==> src/rtl/gcd_pkg.sv <==
// Shared encodings for the GCD controller, datapath and ALU: ALU opcodes,
// controller state encoding and the per-state strobe decode.
package gcd_pkg;

  localparam logic [2:0] ALU_NOP = 3'd0;
  localparam logic [2:0] ALU_MAX = 3'd1;
  localparam logic [2:0] ALU_MIN = 3'd2;
  localparam logic [2:0] ALU_MOD = 3'd3;

  typedef enum logic [3:0] {
    S_IDLE,
    S_LOAD,
    S_MAX_OP,
    S_MAX_WB,
    S_MIN_OP,
    S_MIN_WB,
    S_ORDER,
    S_MOD_START,
    S_MOD_WAIT,
    S_MOD_WB,
    S_CHECK,
    S_SHIFT,
    S_NEXT,
    S_DONE,
    S_FAIL
  } state_t;

  typedef struct packed {
    logic       busy;
    logic       done;
    logic       err;
    logic       dp_start;
    logic [2:0] alu_mode;
    logic       modulo_start;
    logic       wren_zw_gross;
    logic       wren_zw_klein;
    logic       wren_zw_in_zahlen;
    logic       wren_erg_modulo;
    logic       wren_zahl;
    logic       wren_to_new_numbers;
    logic       zahl1_to_alu_a;
    logic       zahl2_to_alu_b;
    logic       check_for_termination;
  } ctrl_t;

  // Moore strobe pattern for each state; at most one write enable per state.
  function automatic ctrl_t decode(state_t s);
    ctrl_t c;
    c      = '0;
    c.busy = (s != S_IDLE);
    case (s)
      S_LOAD:      c.dp_start = 1'b1;
      S_MAX_OP: begin
        c.alu_mode       = ALU_MAX;
        c.zahl1_to_alu_a = 1'b1;
        c.zahl2_to_alu_b = 1'b1;
      end
      S_MAX_WB:    c.wren_zw_gross = 1'b1;
      S_MIN_OP: begin
        c.alu_mode       = ALU_MIN;
        c.zahl1_to_alu_a = 1'b1;
        c.zahl2_to_alu_b = 1'b1;
      end
      S_MIN_WB:    c.wren_zw_klein = 1'b1;
      S_ORDER:     c.wren_zw_in_zahlen = 1'b1;
      S_MOD_START: begin
        c.alu_mode       = ALU_MOD;
        c.zahl1_to_alu_a = 1'b1;
        c.zahl2_to_alu_b = 1'b1;
        c.modulo_start   = 1'b1;
      end
      S_MOD_WAIT: begin
        c.alu_mode       = ALU_MOD;
        c.zahl1_to_alu_a = 1'b1;
        c.zahl2_to_alu_b = 1'b1;
      end
      S_MOD_WB:    c.wren_erg_modulo = 1'b1;
      S_CHECK:     c.check_for_termination = 1'b1;
      S_SHIFT:     c.wren_zahl = 1'b1;
      S_NEXT:      c.wren_to_new_numbers = 1'b1;
      S_DONE:      c.done = 1'b1;
      S_FAIL: begin
        c.done = 1'b1;
        c.err  = 1'b1;
      end
      default: ;
    endcase
    return c;
  endfunction

endpackage

==> src/rtl/gcd_ctrl_if.sv <==
// Request/strobe bundle between the GCD controller (slave) and the
// request side plus datapath that drive and consume it (master).
interface gcd_ctrl_if;
  logic       start;
  logic       modulo_ready;
  logic       valid;
  logic       busy;
  logic       done;
  logic       err;
  logic       dp_start;
  logic [2:0] alu_mode;
  logic       modulo_start;
  logic       wren_zw_gross;
  logic       wren_zw_klein;
  logic       wren_zw_in_zahlen;
  logic       wren_erg_modulo;
  logic       wren_zahl;
  logic       wren_to_new_numbers;
  logic       zahl1_to_alu_a;
  logic       zahl2_to_alu_b;
  logic       check_for_termination;

  modport master (
    output start, modulo_ready, valid,
    input  busy, done, err, dp_start, alu_mode, modulo_start,
           wren_zw_gross, wren_zw_klein, wren_zw_in_zahlen, wren_erg_modulo,
           wren_zahl, wren_to_new_numbers, zahl1_to_alu_a, zahl2_to_alu_b,
           check_for_termination
  );

  modport slave (
    input  start, modulo_ready, valid,
    output busy, done, err, dp_start, alu_mode, modulo_start,
           wren_zw_gross, wren_zw_klein, wren_zw_in_zahlen, wren_erg_modulo,
           wren_zahl, wren_to_new_numbers, zahl1_to_alu_a, zahl2_to_alu_b,
           check_for_termination
  );
endinterface

==> src/rtl/gcd_ctrl.sv <==
// Sequencing FSM for the 16-bit Euclidean GCD datapath: walks max/min
// ordering, then modulo iterations until the remainder is zero or a limit hits.
module gcd_ctrl
  import gcd_pkg::*;
#(
  parameter int MOD_TIMEOUT = 64,
  parameter int MAX_ITER    = 32
) (
  input  logic       clk,
  input  logic       rst,
  gcd_ctrl_if.slave  bus
);

  localparam int ITER_W = $clog2(MAX_ITER + 1);
  localparam int TMO_W  = (MOD_TIMEOUT > 1) ? $clog2(MOD_TIMEOUT) : 1;
  localparam logic [ITER_W-1:0] ITER_LAST = ITER_W'(MAX_ITER);
  localparam logic [TMO_W-1:0]  TMO_LAST  = TMO_W'(MOD_TIMEOUT - 1);

  state_t              state;
  state_t              nxt;
  ctrl_t               outs;
  logic [ITER_W-1:0]   iter_cnt;
  logic [TMO_W-1:0]    tmo_cnt;

  // NOTE: nxt gets a default before the case so no path leaves it unassigned
  // (otherwise a latch is inferred).
  always_comb begin
    nxt = state;
    case (state)
      S_IDLE:      if (bus.start) nxt = S_LOAD;
      S_LOAD:      nxt = S_MAX_OP;
      S_MAX_OP:    nxt = S_MAX_WB;
      S_MAX_WB:    nxt = S_MIN_OP;
      S_MIN_OP:    nxt = S_MIN_WB;
      S_MIN_WB:    nxt = S_ORDER;
      S_ORDER:     nxt = S_MOD_START;
      S_MOD_START: nxt = S_MOD_WAIT;
      S_MOD_WAIT: begin
        // A ready arriving together with the last timeout cycle still wins.
        if (bus.modulo_ready)       nxt = S_MOD_WB;
        else if (tmo_cnt == TMO_LAST) nxt = S_FAIL;
      end
      S_MOD_WB:    nxt = S_CHECK;
      S_CHECK: begin
        if (bus.valid)                  nxt = S_DONE;
        else if (iter_cnt == ITER_LAST) nxt = S_FAIL;
        else                            nxt = S_SHIFT;
      end
      S_SHIFT:     nxt = S_NEXT;
      S_NEXT:      nxt = S_MOD_START;
      S_DONE:      nxt = S_IDLE;
      S_FAIL:      nxt = S_IDLE;
      default:     nxt = S_IDLE;
    endcase
  end

  // Outputs are registered from the next state so they line up with state.
  always_ff @(posedge clk or posedge rst) begin
    if (rst) begin
      state    <= S_IDLE;
      outs     <= '0;
      iter_cnt <= '0;
      tmo_cnt  <= '0;
    end else begin
      state <= nxt;
      outs  <= decode(nxt);
      case (state)
        S_ORDER:     iter_cnt <= '0;
        S_MOD_START: begin
          if (iter_cnt != ITER_LAST) iter_cnt <= iter_cnt + 1'b1;
          tmo_cnt <= '0;
        end
        S_MOD_WAIT:  if (nxt == S_MOD_WAIT && tmo_cnt != TMO_LAST) tmo_cnt <= tmo_cnt + 1'b1;
        default: ;
      endcase
    end
  end

  assign bus.busy                  = outs.busy;
  assign bus.done                  = outs.done;
  assign bus.err                   = outs.err;
  assign bus.dp_start              = outs.dp_start;
  assign bus.alu_mode              = outs.alu_mode;
  assign bus.modulo_start          = outs.modulo_start;
  assign bus.wren_zw_gross         = outs.wren_zw_gross;
  assign bus.wren_zw_klein         = outs.wren_zw_klein;
  assign bus.wren_zw_in_zahlen     = outs.wren_zw_in_zahlen;
  assign bus.wren_erg_modulo       = outs.wren_erg_modulo;
  assign bus.wren_zahl             = outs.wren_zahl;
  assign bus.wren_to_new_numbers   = outs.wren_to_new_numbers;
  assign bus.zahl1_to_alu_a        = outs.zahl1_to_alu_a;
  assign bus.zahl2_to_alu_b        = outs.zahl2_to_alu_b;
  assign bus.check_for_termination = outs.check_for_termination;

endmodule
==> src/flat_wrapper.sv <==
// flat-port wrapper written by rule: the top's interface ports become plain ports
module gcd_ctrl_flat import gcd_pkg::*;
#(
  parameter int MOD_TIMEOUT = 64,
  parameter int MAX_ITER    = 32
)
  (clk, rst, bus_start, bus_modulo_ready, bus_valid, bus_busy, bus_done, bus_err, bus_dp_start, bus_alu_mode, bus_modulo_start, bus_wren_zw_gross, bus_wren_zw_klein, bus_wren_zw_in_zahlen, bus_wren_erg_modulo, bus_wren_zahl, bus_wren_to_new_numbers, bus_zahl1_to_alu_a, bus_zahl2_to_alu_b, bus_check_for_termination);
  gcd_ctrl_if bus_i ();
  input  logic clk;
  input  logic rst;
  input wire logic [$bits(bus_i.start)-1:0] bus_start;
  input wire logic [$bits(bus_i.modulo_ready)-1:0] bus_modulo_ready;
  input wire logic [$bits(bus_i.valid)-1:0] bus_valid;
  output wire logic [$bits(bus_i.busy)-1:0] bus_busy;
  output wire logic [$bits(bus_i.done)-1:0] bus_done;
  output wire logic [$bits(bus_i.err)-1:0] bus_err;
  output wire logic [$bits(bus_i.dp_start)-1:0] bus_dp_start;
  output wire logic [$bits(bus_i.alu_mode)-1:0] bus_alu_mode;
  output wire logic [$bits(bus_i.modulo_start)-1:0] bus_modulo_start;
  output wire logic [$bits(bus_i.wren_zw_gross)-1:0] bus_wren_zw_gross;
  output wire logic [$bits(bus_i.wren_zw_klein)-1:0] bus_wren_zw_klein;
  output wire logic [$bits(bus_i.wren_zw_in_zahlen)-1:0] bus_wren_zw_in_zahlen;
  output wire logic [$bits(bus_i.wren_erg_modulo)-1:0] bus_wren_erg_modulo;
  output wire logic [$bits(bus_i.wren_zahl)-1:0] bus_wren_zahl;
  output wire logic [$bits(bus_i.wren_to_new_numbers)-1:0] bus_wren_to_new_numbers;
  output wire logic [$bits(bus_i.zahl1_to_alu_a)-1:0] bus_zahl1_to_alu_a;
  output wire logic [$bits(bus_i.zahl2_to_alu_b)-1:0] bus_zahl2_to_alu_b;
  output wire logic [$bits(bus_i.check_for_termination)-1:0] bus_check_for_termination;
  assign bus_i.start = bus_start;
  assign bus_i.modulo_ready = bus_modulo_ready;
  assign bus_i.valid = bus_valid;
  assign bus_busy = bus_i.busy;
  assign bus_done = bus_i.done;
  assign bus_err = bus_i.err;
  assign bus_dp_start = bus_i.dp_start;
  assign bus_alu_mode = bus_i.alu_mode;
  assign bus_modulo_start = bus_i.modulo_start;
  assign bus_wren_zw_gross = bus_i.wren_zw_gross;
  assign bus_wren_zw_klein = bus_i.wren_zw_klein;
  assign bus_wren_zw_in_zahlen = bus_i.wren_zw_in_zahlen;
  assign bus_wren_erg_modulo = bus_i.wren_erg_modulo;
  assign bus_wren_zahl = bus_i.wren_zahl;
  assign bus_wren_to_new_numbers = bus_i.wren_to_new_numbers;
  assign bus_zahl1_to_alu_a = bus_i.zahl1_to_alu_a;
  assign bus_zahl2_to_alu_b = bus_i.zahl2_to_alu_b;
  assign bus_check_for_termination = bus_i.check_for_termination;
  gcd_ctrl #(.MOD_TIMEOUT(MOD_TIMEOUT), .MAX_ITER(MAX_ITER)) u_core (.clk(clk), .rst(rst), .bus(bus_i));
endmodule
==> config.mk <==
export PLATFORM = sky130hd
export DESIGN_NAME = gcd_ctrl_flat
export DESIGN_NICKNAME = d
export VERILOG_FILES = /design/src/rtl/gcd_pkg.sv /design/src/rtl/gcd_ctrl_if.sv /design/src/rtl/gcd_ctrl.sv /design/src/flat_wrapper.sv
export SDC_FILE = /design/constraint.sdc
export NUM_CORES = 1
export LEC_CHECK = 0
export CORE_MARGIN = 2
export CORE_UTILIZATION = 26
export CTS_BUF_LIST = sky130_fd_sc_hd__clkbuf_2
export DETAILED_ROUTE_END_ITERATION = 10
export PLACE_DENSITY = 0.4
export SYNTH_ARGS = -nofsm -noshare
export SYNTH_HDL_FRONTEND = slang
export SYNTH_SLANG_ARGS = --single-unit
==> constraint.sdc <==
create_clock -name clk -period 6.3 [get_ports clk]
set_input_delay 0.945 -clock clk [delete_from_list [all_inputs] [get_ports clk]]
set_output_delay 0.945 -clock clk [all_outputs]
set_load 0.05 [all_outputs]
==> flow_metrics.py, run 1 <==
metrics = {
    "floorplanning": {
        "ios": 22,
        "die-area_um2": 6570,
        "rows": 28,
        "die-width_um": 81.1,
        "initial_core_util": 0.265,
        "core_um2": 5820,
        "die_h_um": 81.1,
    },
    "route": {
        "wirelength_mm": 3.26,
        "drt_iter0_drc": 96,
        "vias": 1161,
        "drcViolationCount": 0,
        "via_per_inst": 4.61,
        "drtPass1Iterations": 4,
        "postRouteAntennaNets": 0,
        "wire_per_inst_um": 12.9,
    },
    "pwr": {
        "leakagePower_uw": 0.000811,
        "power_density_nw_per_um2": 490,
        "vdd_drop_max_mv": 0.220,
    },
    "worst_setup_path": {
        "crit_path_max_fanout": 9,
        "endpoint": "u_core.tmo_cnt[4]$_DFFE_PP0P_",
        "critical_path_class": "input port to flop",
        "reg2reg_from": "u_core.state[3]$_DFF_PP0_",
        "end_kind": "flop",
        "rrSetupSlack_ns": 3.87,
        "critical_path_depth": 7,
        "slowest_delay_ns": 0.59,
        "r2r-end": "u_core.tmo_cnt[4]$_DFFE_PP0P_",
        "path_delay_family": "simple AND/OR/NAND/NOR gates",
        "worst-path-buf-inv": 1,
        "critical_path_required_ns": 6.56,
        "critPathLaunchType": "input port",
        "crit_start": "bus_modulo_ready",
        "cp.arrival_ns": 2.87,
        "cp_slowest_cell": "or4_4",
        "rr_worst_depth": 6,
        "crit_chain": "clkdlybuf4s50_1 -> nand2b_1 -> nor3_1 -> o311a_4 -> or4_4 -> o21ai_1 -> o31ai_1",
    },
    "synthesis": {
        "synthSimpleGateAreaFrac": 0.209,
        "muxShareOfSynthArea": 0.00729,
        "ys_seq_area_frac": 0.502,
        "ys_warn_count": 0,
        "synth_seq_cells": 31,
        "synth-adder-area-share": 0.0243,
        "syn_nets": 165,
        "yosysUniqueCellTypes": 42,
        "synth_top_family_by_area": "simple AND/OR/NAND/NOR gates",
        "synth_area_um2": 1540,
        "synth_cells": 157,
        "synth.avg_cell_area_um2": 9.83,
        "synth-xor-area-share": 0.0340,
        "synth_compound_area_frac": 0.157,
    },
    "global_routing": {
        "track_usage": 0.112,
        "antenna_found_initial": 0,
        "grt_pass1_vias": 1120,
        "grt_pass1_wl_mm": 5.47,
        "grt_start_max_net_pins": 32,
        "overflow": 0,
    },
    "cts": {
        "post_cts_buffers": 0,
        "path_clk_slew_ns": 0.15,
        "cts_tree": "yes",
        "post_cts_resized": 0,
        "cts.sinks": 31,
        "cts_hold_buf": 0,
        "cts_made_buffers": 5,
        "insertion_delay_ns": 0.36,
        "htreeDepth": 2,
        "clk_path_buf_depth": 2,
        "root_buffer": "clkbuf_2",
    },
    "timing": {
        "fin_ws_ns": 3.69,
        "slew_violations": 0,
        "fin_setup_tns_ns": 0,
        "hold_viol_final": 0,
        "worst_pin_slew_ns": 0.591,
        "max-slew-margin-rel": 0.606,
        "fmax_mhz": 383,
        "finalSetupViolCount": 0,
        "grt_setup_unrepaired": "no",
        "fin_skew_ns": 0.00819,
        "period_needed_ns": 2.61,
        "fin_crit_sh": 0.414,
    },
    "placed_design": {
        "portBuffers": 20,
        "post-dp-hpwl_mm": 2.24,
        "placed_cells": 244,
        "pre_cts_slack_ns": 3.29,
        "gp_congestion": 0.775,
    },
    "finish": {
        "syn2layout_area_growth_pct": 17.8,
        "layout-drive-gt1-share": 0.0847,
        "most-common-layout-cells": "dfrtp_1, nor2_1, clkdlybuf4s50_1, nand2_1, o21ai_1",
        "final_common_cell": "dfrtp_1",
        "layout.cells.non_filler": 252,
        "fin_nets": 184,
        "fin_util": 0.313,
        "antenna_cells": 0,
    },
    "min_path": {
        "hold_path.class": "flop to flop",
    },
    "status": {
        "status": "completed",
    },
    "job": {
        "drv_cap": 0,
    },
}
==> cell usage after synthesis, drive strengths merged <==
master   n  area (µm²)
clkbuf   4        15.0
inv      9        33.8
buf      5        48.8
o31a     1        8.76
o311a    1        21.3
o31ai    1        7.51
nor4b    1        8.76
a22oi    1        7.51
nor2    20        75.1
nand2   14        52.6
o221ai   1        8.76
o211a    1        10.0
xnor2    5        43.8
and2     3        21.3
o21ai   10        50.0
dfrtp   31         776
nor2b    1        6.26
a311o    1        10.0
nand3    4        20.0
a31oi    2        12.5
o21a     1        7.51
nor3     3        20.0
or2      1        6.26
and3     6        37.5
xor2     1        8.76
or4      2        22.5
nand2b   5        31.3
a22o     3        26.3
nor3b    2        15.0
o211ai   3        27.5
mux2     1        11.3
a21oi    6        30.0
nand4    1        6.26
ha       3        37.5
a211oi   2        15.0
conb     1        3.75
==> registers in the layout, summed over array words and instances, names as in the netlist, 2 cells and up <==
register,flops
u_core.iter_cnt,6
u_core.tmo_cnt,6
u_core.state,4
u_core.bus.alu_mode,2
==> worst min-delay path by stage <==
stage,startpoint,end,slack (ns),cells after the start
2_1_floorplan,u_core.tmo_cnt[0]$_DFFE_PP0P_,u_core.tmo_cnt[0]$_DFFE_PP0P_,0.47,1
3_3_place_gp,u_core.tmo_cnt[0]$_DFFE_PP0P_,u_core.tmo_cnt[0]$_DFFE_PP0P_,0.50,1
3_5_place_dp,u_core.tmo_cnt[0]$_DFFE_PP0P_,u_core.tmo_cnt[0]$_DFFE_PP0P_,0.50,1
4_1_cts,u_core.tmo_cnt[0]$_DFFE_PP0P_,u_core.tmo_cnt[0]$_DFFE_PP0P_,0.52,1
5_1_grt,u_core.tmo_cnt[0]$_DFFE_PP0P_,u_core.tmo_cnt[0]$_DFFE_PP0P_,0.55,1
6_report,u_core.tmo_cnt[0]$_DFFE_PP0P_,u_core.tmo_cnt[0]$_DFFE_PP0P_,0.52,1
==> where the power goes <==
group	leakage (µW)	switching, µW	internal [µW]	total [µW]
sequential	0.000411	84.3	256	340
clock	0.0000281	66.7	26.7	93.4
combinational	0.000371	284	174	458
total	0.000811	435	457	892
==> cells by family after synthesis <==
family                   count (synthesis)
AND/OR/NAND/NOR                         63
flip-flops                              31
AO/OA/AOI/OAI                           34
XOR/XNOR                                 6
other                                    1
multiplexers                             1
adder cells (fa/ha/maj)                  3
buffers and inverters                   18
==> layout make-up <==
type	count	area (µm²)
clock buffers	6	30.0
inverters	9	33.8
clock inverters	2	7.51
well taps	75	93.8
multi-input cells	108	671
flip-flops and latches	31	776
repair buffers	21	208
fillers	632	4000
==> layer usage <==
metal | wire, µm | vias up | GRT usage
met3 | 191 | 5 | 0.0467
met4 | 51 | 0 | 0.0424
met5 | 0 | - | 0
met1 | 1630 | 558 | 0.149
met2 | 1390 | 27 | 0.163
li1 | - | 571 | -
==> per-stage QoR <==
step / total power, µW / instance area [µm²] / hold WS, ns
floorplan: 693 / 1540 / 0.468
global placement: 804 / 1780 / 0.500
detailed placement: 804 / 1780 / 0.495
CTS: 903 / 1820 / 0.516
global route: 968 / 1820 / 0.553
finish: 892 / 1820 / 0.523
(Power assumes the default switching activity.)
==> run 2: changes to the inputs <==
Settings changed: PLACE_DENSITY 0.4 to 0.42.
Clock period 6.3 ns to 2.1 ns, I/O delays scaled along.
==> flow_metrics.py, run 2 (synthesized netlist as in run 1, its figures left out) <==
metrics = {
    "cts": {
        "htreeDepth": 2,
        "insertion_delay_ns": 0.37,
        "cts_tree": "yes",
        "cts_hold_buf": 0,
        "cts_made_buffers": 5,
        "cts.sinks": 31,
        "path_clk_slew_ns": 0.17,
        "clk_path_buf_depth": 2,
        "root_buffer": "clkbuf_2",
    },
    "finish": {
        "multi_input_area_um2": 726,
        "most-common-layout-cells": "buf_4, dfrtp_1, nor2_1, clkdlybuf4s50_1, nand2_1",
        "fin_nets": 215,
        "antenna_cells": 0,
        "syn2layout_area_growth_pct": 36.3,
        "top_regs": "u_core.iter_cnt: 6 flops, u_core.tmo_cnt: 6 flops, u_core.state: 4 flops",
        "num-fill-cells": 625,
        "regArea_um2": 776,
        "fin_util": 0.362,
        "layout-drive-gt1-share": 0.260,
    },
    "job": {
        "drv_cap": 0,
    },
    "floorplanning": {
        "ios": 22,
        "core_um2": 5820,
        "die_h_um": 81.1,
        "initial_core_util": 0.265,
        "die-width_um": 81.1,
        "die-area_um2": 6570,
        "rows": 28,
    },
    "min_path": {
        "hold_path.class": "input port to async pin",
    },
    "route": {
        "drcViolationCount": 0,
        "drt_iter0_drc": 122,
        "via_per_inst": 4.66,
        "wirelength_mm": 3.75,
        "drtPass1Iterations": 4,
        "postRouteAntennaNets": 0,
        "vias": 1320,
        "wire_per_inst_um": 13.3,
    },
    "global_routing": {
        "grt_start_max_net_pins": 32,
        "antenna_found_initial": 0,
        "overflow": 0,
        "grt_pass1_wl_mm": 6.21,
        "grt_pass1_vias": 1282,
        "track_usage": 0.126,
    },
    "worst_setup_path": {
        "reg2reg_from": "u_core.state[1]$_DFF_PP0_",
        "end_kind": "flop",
        "crit_path_max_fanout": 5,
        "endpoint": "u_core.tmo_cnt[4]$_DFFE_PP0P_",
        "rr_worst_depth": 7,
        "r2r-end": "u_core.tmo_cnt[4]$_DFFE_PP0P_",
        "critical_path_required_ns": 2.38,
        "rrSetupSlack_ns": -0.02,
        "crit_start": "u_core.state[1]$_DFF_PP0_",
        "cp.arrival_ns": 2.40,
        "critPathLaunchType": "flop",
        "critical_path_class": "flop to flop",
    },
    "timing": {
        "finalSetupViolCount": 4,
        "fin_crit_sh": 1.01,
        "hold_viol_final": 0,
        "hold_slack_ns": 0.312,
        "worst_pin_slew_ns": 0.503,
        "fin_skew_ns": 0.0228,
        "fin_ws_ns": -0.0228,
        "max-slew-margin-rel": 0.664,
        "grt_setup_unrepaired": "yes",
        "period_needed_ns": 2.12,
        "fmax_mhz": 471,
        "slew_violations": 0,
    },
    "status": {
        "status": "finished, violations left",
        "violations": "setup timing",
    },
    "placed_design": {
        "gp_congestion": 0.816,
        "portBuffers": 20,
        "post-dp-hpwl_mm": 2.58,
    },
    "pwr": {
        "clockPowerShare": 0.088,
        "p_int_uw": 1730,
        "netSwitchingFraction": 0.457,
        "vdd_drop_max_mv": 0.759,
        "p_sw_uw": 1460,
        "pwr-share-comb": 0.643,
        "seq_power_share": 0.269,
        "power_density_nw_per_um2": 1510,
        "leakagePower_uw": 0.000974,
    },
}
## run 2: changes by cell type in the layout (fill, tap and decap cells not counted), sizes merged
cell	delta
buf	+30
clkbuf	-1
clkinvlp	+1
or4	+1
## run 2: per-layer routing
metal	GRT usage	up-vias	wire, µm
met5	0	-	0
met1	0.177	626	1760
met3	0.0333	2	244
met4	0.0458	0	28
li1	-	642	-
met2	0.186	50	1720
## run 2: critical path, stage by stage (launching register included)
cell	delay, ns
dfrtp_1	0.42
or4_4	0.53
o211ai_2	0.08
and2_4	0.18
inv_4	0.04
or4_4	0.56
o21ai_1	0.15
o31ai_1	0.08
## run 2: timing repair
action / CTS / global route
setup buffers: 2 / 2
endpoints found under the setup margin: 7 / 6
resized for setup: 9 / 1
gates cloned: 1 / 0
pin swaps: 7 / 2
## run 2: final cells by class
| type | count | share of cell area |
|---|---|---|
| flip-flops and latches | 31 | 0.369 |
| clock buffers | 5 | 0.0119 |
| clock inverters | 3 | 0.00713 |
| repair buffers | 51 | 0.206 |
| inverters | 9 | 0.0172 |
| well taps | 75 | 0.0446 |
| multi-input cells | 109 | 0.345 |
## run 2: metrics by stage
stage / instance area, µm² / TNS (ns) / total power (µW) / setup slack [ns] / instances
6_report: 2100 / -0.0777 / 3190 / -0.0228 / 283
5_1_grt: 2100 / -0.481 / 3440 / -0.126 / 283
4_1_cts: 2080 / -0.0477 / 3180 / -0.0188 / 281
3_5_place_dp: 1990 / -3.20 / 2760 / -0.461 / 270
3_3_place_gp: 1990 / -2.84 / 2750 / -0.388 / 270
2_1_floorplan: 1550 / -0.237 / 2100 / -0.0607 / 157
## run 2: how the worst min path moves through the flow
stage / start / end / slack [ns] / cells past startpoint
finish: rst / u_core.tmo_cnt[3]$_DFFE_PP0P_ / 0.31 / 3
floorplan: rst / u_core.bus.alu_mode[0]$_DFF_PP0_ / 0.42 / 1
global route: rst / u_core.bus.check_for_termination$_DFF_PP0_ / 0.31 / 3
global placement: u_core.tmo_cnt[5]$_DFFE_PP0P_ / u_core.tmo_cnt[5]$_DFFE_PP0P_ / 0.51 / 2
CTS: rst / u_core.tmo_cnt[3]$_DFFE_PP0P_ / 0.30 / 3
detailed placement: u_core.tmo_cnt[4]$_DFFE_PP0P_ / u_core.tmo_cnt[4]$_DFFE_PP0P_ / 0.53 / 1
## run 2: power by group through the flow
| stage | logic (µW) | registers [µW] | clock network, µW |
|---|---|---|---|
| 2_1_floorplan | 916 | 1180 | 0 |
| 3_3_place_gp | 1890 | 860 | 0 |
| 3_5_place_dp | 1900 | 860 | 0 |
| 4_1_cts | 2030 | 855 | 298 |
| 5_1_grt | 2230 | 876 | 339 |
| 6_report | 2050 | 856 | 280 |
